==> src/rtl/drone_pkg.sv <==
// drone_pkg: shared definitions for the drone control blocks.
//   NUM_CH     : number of PPM channel slots (roll, pitch, throttle, yaw)
//   SYNC_SLOT  : value of the slot index while the frame is in its sync gap
//   ppm_state_t: PPM encoder frame sequencer states
//   PPM_*      : default PPM timing (microseconds, 27 MHz labkit clock)
package drone_pkg;

  localparam int NUM_CH = 4;
  localparam logic [2:0] SYNC_SLOT = 3'd4;

  typedef enum logic [2:0] {
    LATCH,
    SEP,
    HIGH,
    SYNC_SEP,
    SYNC_GAP
  } ppm_state_t;

  localparam int PPM_TICK_DIV  = 27;
  localparam int PPM_FRAME_US  = 22500;
  localparam int PPM_SEP_US    = 300;
  localparam int PPM_MIN_US    = 1000;
  localparam int PPM_YAW_US    = 1500;
  // Slot width used for roll/pitch while disarmed (stick centred).
  localparam int PPM_CENTER_US = 1500;

endpackage

==> src/rtl/us_tick_gen.sv <==
// us_tick_gen: free-running prescaler producing a one-cycle tick per
// microsecond.
// Ports:
//   clock : system clock
//   reset : asynchronous, active-low reset (clears the prescaler)
//   tick  : high for one cycle when the prescaler wraps (every TICK_DIV cycles)
module us_tick_gen
  import drone_pkg::*;
#(
  parameter int TICK_DIV = PPM_TICK_DIV
) (
  input  logic clock,
  input  logic reset,
  output logic tick
);

  localparam int CNT_W = (TICK_DIV > 1) ? $clog2(TICK_DIV) : 1;
  localparam logic [CNT_W-1:0] LAST = CNT_W'(TICK_DIV - 1);

  logic [CNT_W-1:0] count;

  always_ff @(posedge clock or negedge reset) begin
    if (!reset) begin
      count <= '0;
    end else if (count == LAST) begin
      count <= '0;
    end else begin
      count <= count + CNT_W'(1);
    end
  end

  assign tick = (count == LAST);

endmodule

==> src/rtl/ppm_encoder.sv <==
// ppm_encoder: converts gest_rec commands into an RC PPM pulse train for the
// transmitter trainer port.
// Ports:
//   clock      : system clock
//   reset      : asynchronous, active-low reset
//   hover      : throttle command (0..255)
//   roll       : roll command (0..255)
//   pitch      : pitch command (0..255)
//   on         : armed flag; when low, throttle is minimum and roll/pitch centred
//   ppm        : PPM output, idle high, low separator pulses
//   frame_sync : one-cycle pulse as a new frame's slot widths take effect
//   chan       : current slot index, 0..3 channels, 4 = sync gap
// Build option:
//   PPM_INVERT_EN : when defined, ppm is inverted (idle/reset low, separators high)
// Assumes TICK_DIV >= 2.
module ppm_encoder
  import drone_pkg::*;
#(
  parameter int TICK_DIV = PPM_TICK_DIV,
  parameter int FRAME_US = PPM_FRAME_US,
  parameter int SEP_US   = PPM_SEP_US,
  parameter int MIN_US   = PPM_MIN_US,
  parameter int YAW_US   = PPM_YAW_US
) (
  input  logic       clock,
  input  logic       reset,
  input  logic [7:0] hover,
  input  logic [7:0] roll,
  input  logic [7:0] pitch,
  input  logic       on,
  output logic       ppm,
  output logic       frame_sync,
  output logic [2:0] chan
);

  localparam logic [10:0] SEP_LAST   = 11'(SEP_US - 1);
  localparam logic [15:0] FRAME_LAST = 16'(FRAME_US - 1);
  localparam logic [10:0] MIN_W      = 11'(MIN_US);
  localparam logic [10:0] YAW_W      = 11'(YAW_US);
  localparam logic [10:0] CENTER_W   = 11'(PPM_CENTER_US);
  localparam logic [2:0]  LAST_CH    = 3'(NUM_CH - 1);

`ifdef PPM_INVERT_EN
  localparam logic IDLE_LVL = 1'b0;
`else
  localparam logic IDLE_LVL = 1'b1;
`endif
  localparam logic SEP_LVL = ~IDLE_LVL;

  // w = MIN_US + (v*1000)/256, truncated; v=255 gives 1996.
  function automatic logic [10:0] slot_width(input logic [7:0] v);
    logic [17:0] prod;
    prod = 18'(v) * 18'd1000;
    return MIN_W + {1'b0, prod[17:8]};
  endfunction

  logic        tick;
  logic        step;
  ppm_state_t  state, state_n;
  logic [2:0]  chan_n;
  logic [10:0] slot_us, slot_n;
  logic [15:0] elapsed_us, elapsed_n;
  logic        latch;
  logic        ppm_n;
  logic [10:0] cur_w;
  logic [10:0] width [NUM_CH];

  us_tick_gen #(
    .TICK_DIV(TICK_DIV)
  ) u_tick (
    .clock(clock),
    .reset(reset),
    .tick (tick)
  );

  // Slot timing runs on the tick delayed by one cycle. The sync gap ends on
  // the raw tick, so the single LATCH cycle sits just before a timing step
  // and every slot, and the frame, is an exact multiple of TICK_DIV cycles.
  always_ff @(posedge clock or negedge reset) begin
    if (!reset) begin
      step       <= 1'b0;
      state      <= LATCH;
      chan       <= SYNC_SLOT;
      slot_us    <= '0;
      elapsed_us <= '0;
      ppm        <= IDLE_LVL;
      frame_sync <= 1'b0;
    end else begin
      step       <= tick;
      state      <= state_n;
      chan       <= chan_n;
      slot_us    <= slot_n;
      elapsed_us <= elapsed_n;
      ppm        <= ppm_n;
      frame_sync <= latch;
    end
  end

  // Frame snapshot of the four slot widths; inputs are ignored mid-frame.
  always_ff @(posedge clock) begin
    if (latch) begin
      width[0] <= on ? slot_width(roll)  : CENTER_W;
      width[1] <= on ? slot_width(pitch) : CENTER_W;
      width[2] <= on ? slot_width(hover) : MIN_W;
      width[3] <= YAW_W;
    end
  end

  always_comb begin
    state_n   = state;
    chan_n    = chan;
    slot_n    = slot_us;
    elapsed_n = step ? elapsed_us + 16'd1 : elapsed_us;
    latch     = 1'b0;
    cur_w     = width[chan[1:0]];

    case (state)
      LATCH: begin
        latch     = 1'b1;
        chan_n    = 3'd0;
        slot_n    = '0;
        elapsed_n = '0;
        state_n   = SEP;
      end
      SEP: begin
        if (step) begin
          slot_n = slot_us + 11'd1;
          if (slot_us == SEP_LAST) state_n = HIGH;
        end
      end
      // slot_us keeps counting from the start of SEP, so separator plus
      // high phase together equal the slot width.
      HIGH: begin
        if (step) begin
          if (slot_us == cur_w - 11'd1) begin
            slot_n = '0;
            if (chan == LAST_CH) begin
              chan_n  = SYNC_SLOT;
              state_n = SYNC_SEP;
            end else begin
              chan_n  = chan + 3'd1;
              state_n = SEP;
            end
          end else begin
            slot_n = slot_us + 11'd1;
          end
        end
      end
      SYNC_SEP: begin
        if (step) begin
          slot_n = slot_us + 11'd1;
          if (slot_us == SEP_LAST) state_n = SYNC_GAP;
        end
      end
      SYNC_GAP: begin
        if (tick && elapsed_us == FRAME_LAST) state_n = LATCH;
      end
      default: state_n = LATCH;
    endcase

    ppm_n = (state_n == SEP || state_n == SYNC_SEP) ? SEP_LVL : IDLE_LVL;
  end

endmodule

==> config.mk <==
export PLATFORM = sky130hd
export DESIGN_NAME = ppm_encoder
export DESIGN_NICKNAME = d
export VERILOG_FILES = /design/src/rtl/drone_pkg.sv /design/src/rtl/us_tick_gen.sv /design/src/rtl/ppm_encoder.sv
export SDC_FILE = /design/constraint.sdc
export NUM_CORES = 1
export LEC_CHECK = 0
export ABC_AREA = 1
export BUFFER_PORTS_ARGS = -buffer_cell sky130_fd_sc_hd__buf_2
export CORE_ASPECT_RATIO = 1.4
export CORE_MARGIN = 3
export CORE_UTILIZATION = 50
export DETAILED_ROUTE_END_ITERATION = 6
export GPL_ROUTABILITY_DRIVEN = 0
export PLACE_DENSITY_LB_ADDON = 0.2
export SYNTH_ARGS = -nofsm -noshare
export SYNTH_HDL_FRONTEND = slang
export SYNTH_HIERARCHICAL = 1
export SYNTH_SLANG_ARGS = --single-unit
==> constraint.sdc <==
create_clock -name clock -period 3.1 [get_ports clock]
set_input_delay 0.465 -clock clock [delete_from_list [all_inputs] [get_ports clock]]
set_output_delay 0.465 -clock clock [all_outputs]
set_load 0.03 [all_outputs]
After elaboration in Yosys (flattened, before gate mapping)

Memories as Yosys holds them, arrays and structs flattened.
Cells that the tools add are included.

$add $sub $neg: 8
Multipliers: 3
Divide/modulo/power cells: 0
Order comparisons: 0
Equality and inequality tests: 14
Shifts and indexed selects: 0
Multiplexer cells: 27
Bitwise operators: 0
Reductions and logical operators: 9

Operators by type and width:

| cell                                                | count |
|---|---|
| 2-to-1 mux 11 bit                                   | 6 |
| multiplier 8 x 7 -> 15 bit (second input constant)  | 3 |
| adder 10 x 10 -> 11 bit (first input constant)      | 3 |
| case mux 11 bit (3 select lines)                    | 1 |
| 2-to-1 mux 16 bit                                   | 2 |
| 2-to-1 mux 3 bit                                    | 10 |
| adder 16 x 1 -> 16 bit (second input constant)      | 1 |
| == test 16 x 15 -> 1 bit (second input constant)    | 1 |
| case mux 3 bit (5 select lines)                     | 1 |
| == test 3 x 2 -> 1 bit (second input constant)      | 4 |
| adder 11 x 1 -> 11 bit (second input constant)      | 1 |
| == test 11 bit                                      | 1 |
| == test 11 x 9 -> 1 bit (second input constant)     | 1 |
| subtractor 11 x 1 -> 11 bit (second input constant) | 1 |
| == test 3 x 1 -> 1 bit (second input constant)      | 2 |
| case mux 3 bit (2 select lines)                     | 1 |
| AND reduction 3 bit                                 | 2 |
| adder 5 x 1 -> 5 bit (second input constant)        | 1 |
| == test 5 bit (second input constant)               | 1 |
| 2-to-1 mux 5 bit                                    | 1 |
| 2-to-1 mux 1 bit                                    | 4 |
| != test 2 bit (second input constant)               | 2 |
| nonzero test 2 bit                                  | 2 |
| adder 3 x 1 -> 3 bit (second input constant)        | 1 |
| 8 further kinds                                     | 8 |

Register bits: 41
Latch bits: 0
RAM bits: 44
Memory bits (read-only): 0
Bits of input ports: 27
Output and inout bits: 5
Memories: 1

Memory list:

| memory | words | bits a word | read ports | clocked after Yosys merged registers in | wr ports | line              | text |
|---|---|---|---|---|---|---|---|
| width  | 4     | 11          | 1          | 0                                       | 4        | ppm_encoder.sv:66 | `logic [10:0] width [NUM_CH];` |

Depth between registers and ports, before layout

An unclocked memory read counts as a cell.

Depth in word-level cells: 9
Depth in mapped cells: 23

By module

Netlist, hierarchy kept.

By module, submodules not included:

| module      | instances | cells each | area each (um2) | seq. area each (um2) |
|---|---|---|---|---|
| ppm_encoder | 1         | 1018       | 8145.3          | 1894.3 |
| us_tick_gen | 1         | 29         | 245.2           | 125.1 |

Worst setup path after synthesis

OpenSTA, ideal clock, no wires.

Kind: in2reg
Start: input port roll[0]
End: memory width[0][9], data pin
Arrival time: 4.281 ns
Data required time: 2.847 ns
Setup slack: -1.434 ns
Stages: 22
Path buffers: 0
Cell sequence: fa_1 > xor2_1 > ha_1 > fa_1 > inv_1 > fa_1 > inv_1 > ha_1 > a21oi_1 > nand2_1 > nand2_1 > nand2_1 > or2_2 > nand2_1 > inv_1 > ha_1 > nor2_1 > nand2_1 > nor2_1 > nand2_1 > nor2_1 > nor2_1

RTL lines:

| item               | line              | text |
|---|---|---|
| start: declaration | ppm_encoder.sv:28 | `input logic [7:0] roll,` |
| end: declaration   | ppm_encoder.sv:66 |  |

==> impl_metrics.toml <==
[status]
status = "complete, but fails checks"
violations = "negative setup slack"

[critical_path]
cp.arrival_ns = 4.29
critPathSlowestCell = "fa_1"
worstPathCellList = "buf_6 -> fa_1 -> xor2_1 -> ha_1 -> fa_1 -> inv_2 -> fa_1 -> inv_2 -> ha_4 -> buf_6 -> nand2_2 -> nor2_1 -> nand2_1 -> nand2_4 -> xor2_4 -> ha_4 -> nor2_4 -> nand2_2 -> nor2_1 -> nand2_1 -> nand2_1 -> nand2_1 -> nor2_1"
critPathRequiredTime_ns = 3.19
critPathMaxFanout = 3
cp_top_family = "adder cells"
path_class = "input port to flip-flop"
critPathBufInv = 4
start_kind = "input port"
cp_common_cell = "nand2_1"
end_kind = "flip-flop"
slowest_delay_ns = 0.57

[clock_tree]
cts_tree = "built"
cts_buffers = 9
cts_num_sinks = 74
hold_buffers = 0
root_buffer = "clkbuf_16"
clk_path_buf_depth = 2
cts.htree.levels = 3
path_clk_slew_ns = 0.06
clk_latency_ns = 0.33

[timing]
fmax_ghz = 0.2379
final.setup_skew_ns = 0.003268
finalSetupViolCount = 30
worst_slew_pin_slew_ns = 0.8941
rsz0062_at_grt = "yes"
hold_violations = 0
maxSlewHeadroom_pct = 40.39
post-route-period-util_pct = 135.6
period_needed_ns = 4.204
setup_ws_ns = -1.104
fin_hold_ws_ns = 0.2568
drv_slew = 0

[placement]
post-dp-hpwl_um = 14000
place_area_um2 = 9916
dp_cells = 1396
port_buffers = 31

[routing]
routed_via_density = 5.028
wire_per_inst_um = 12.48
firstDrtPassIters = 7
vias = 7195
ant_nets = 0
wirelength_um = 17860
drt-initial-drc-count = 307
drc_errors = 0

[synthesis]
postSynth.asyncResetShare_pct = 55.41
synth-seq-cells = 74
yosysUniqueCellTypes = 46
ys_warn_count = 6
synth_area_um2 = 8391
synth_area_leader_cell = "ha_1"
ys_seq_area_share_pct = 24.07
synth_fp_nets = 1252
synth_edf_count = 33
syn_avg_cell_area_um2 = 8.014
synthTopCellsByArea = "ha_1, fa_1, edfxtp_1"
synthFlopType = "dfrtp_1"
postSynthCellCount = 1047
yosys.area.top_type_share_pct = 17.60

[global_routing]
grt_pass1_vias = 7257
grt_overflow = 0
gr-usage-all-layers_pct = 19.79
grt_max_degree = 42
grt_antenna_before_repair = 0
grt_pass1_wl_um = 30530

[pwr]
p_switching_mw = 4.475
power_frac_clock_pct = 9.8
p_leak_nw = 5.605
p_int_mw = 6.157
seqPwrFrac_pct = 10.9
power_density_nw_per_um2 = 960.7
p_sw_share_pct = 42.09
comb_power_share_pct = 79.3
ir_worst_vdd_v = 0.0005189

[floorplan]
core_um2 = 16310
die_h_um = 159.3
rows = 55
die_area_um2 = 18390
die_w_um = 115.5
initial_core_util_pct = 51.45
io_pins = 32

[finish]
layout.cells.non_filler = 1431
fin_nets = 1432
final_cell_area_um2 = 11070
syn_to_final_growth_pct = 31.90
diodes = 0
drive_gt1_share_pct = 30.03
nFillCells = 1270

[min_path]
hp-class = "input port to async pin"

[run]
maxCapViolCount = 0
==> layout make-up <==
cell class / instances / area [um2] / area share, %
Inverter: 214 / 810.8 / 7.326
Timing Repair Buffer: 175 / 1408 / 12.72
Clock buffer: 12 / 256.5 / 2.318
Sequential cell: 74 / 2021 / 18.26
Clock inverter: 4 / 48.80 / 0.4409
Tap cell: 199 / 249.0 / 2.250
Multi-Input combinational cell: 753 / 6274 / 56.69
==> stage by stage <==
stage	util (%)	setup TNS (ns)	power [mW]	setup WS, ns
2_1_floorplan	-	-22.33	5.072	-1.100
3_3_place_gp	60.80	-31.85	6.973	-1.341
3_5_place_dp	60.80	-33.23	7.081	-1.393
4_1_cts	65.85	-20.52	9.342	-0.9521
5_1_grt	67.86	-25.57	11.52	-1.288
6_report	67.86	-21.22	10.63	-1.104
==> placed cells by master, fill, tap and decap left out, drive strengths merged, types with 2 or more instances in the layout <==
cell type,instances
nor2,78
or2,10
ha,118
inv,214
a21o,3
o211ai,3
o21ai,28
nor3,12
a31oi,2
nand3b,4
nor4,2
clkinv,2
xor2,28
dfrtp,39
clkbuf,12
buf,175
nand2,234
dfstp,2
nand3,82
a21oi,50
xnor2,9
o21a,3
o21bai,3
edfxtp,33
nand4,16
fa,60
==> final timing paths <==
| kind | startpoint | end | slack, ns | cells past startpoint |
|---|---|---|---|---|
| worst max-delay path | roll[0] | width[0][9] | -1.10 | 23 |
| worst min-delay path | reset | u_tick/count[3] | 0.26 | 1 |
| worst max register to register | chan[0] | slot_us[3] | 0.37 | 19 |
| worst min register to register | elapsed_us[3] | elapsed_us[3] | 0.51 | 1 |
| max in group asynchronous | reset | chan[0] | 2.22 | 1 |
| min in group clock | elapsed_us[3] | elapsed_us[3] | 0.51 | 1 |
==> cells by family after synthesis <==
kind of cell | count (synthesis) | synth area share (%)
flops | 74 | 24.07
fa+ha+maj | 178 | 31.91
buf+inv | 220 | 10.07
compound gates | 98 | 6.636
simple gates | 440 | 23.46
xor+xnor | 37 | 3.862
==> power groups by stage <==
stage | Clock, mW | Sequential (mW) | Combinational, mW
after floorplan | 0 | 1.18 | 3.89
after global placement | 0 | 1.18 | 5.79
after detailed placement | 0 | 1.18 | 5.90
after CTS | 1.06 | 1.16 | 7.12
after global routing | 1.10 | 1.16 | 9.26
final | 1.04 | 1.16 | 8.43
==> synth_stat cells (4+ instances only) <==
| library cell | n |
|---|---|
| a21oi_1 | 49 |
| dfrtp_1 | 39 |
| edfxtp_1 | 33 |
| fa_1 | 60 |
| ha_1 | 118 |
| inv_1 | 203 |
| inv_2 | 10 |
| nand2_1 | 226 |
| nand2_2 | 6 |
| nand3_1 | 81 |
| nand3b_1 | 4 |
| nand4_1 | 15 |
| nor2_1 | 59 |
| nor2_2 | 17 |
| nor3_1 | 12 |
| o21ai_0 | 25 |
| or2_2 | 9 |
| xnor2_1 | 9 |
| xor2_1 | 28 |
==> flip-flops by register name, summed over array words and instances (netlist names) <==
register and flops:
state 3, frame_sync 1, u_tick/count 5, width 33, step 1, elapsed_us 16, slot_us 11, ppm 1
chan 3
==> what timing repair did <==
action	in CTS	in global routing
setup endpoints to repair	30	39
buffers inserted	22	11
resized for setup	91	88
pin swaps	84	61
==> per-layer routing <==
| metal | GRT usage, % | share of wire (%) | vias up |
|---|---|---|---|
| met4 | 5.713 | 2.4 | 0 |
| met5 | 0 | 0 | - |
| met3 | 1.749 | 1.7 | 30 |
| li1 | - | - | 3697 |
| met2 | 38.12 | 56 | 73 |
| met1 | 22.57 | 40 | 3395 |
Note: power is estimated with default switching activity, not from simulation.
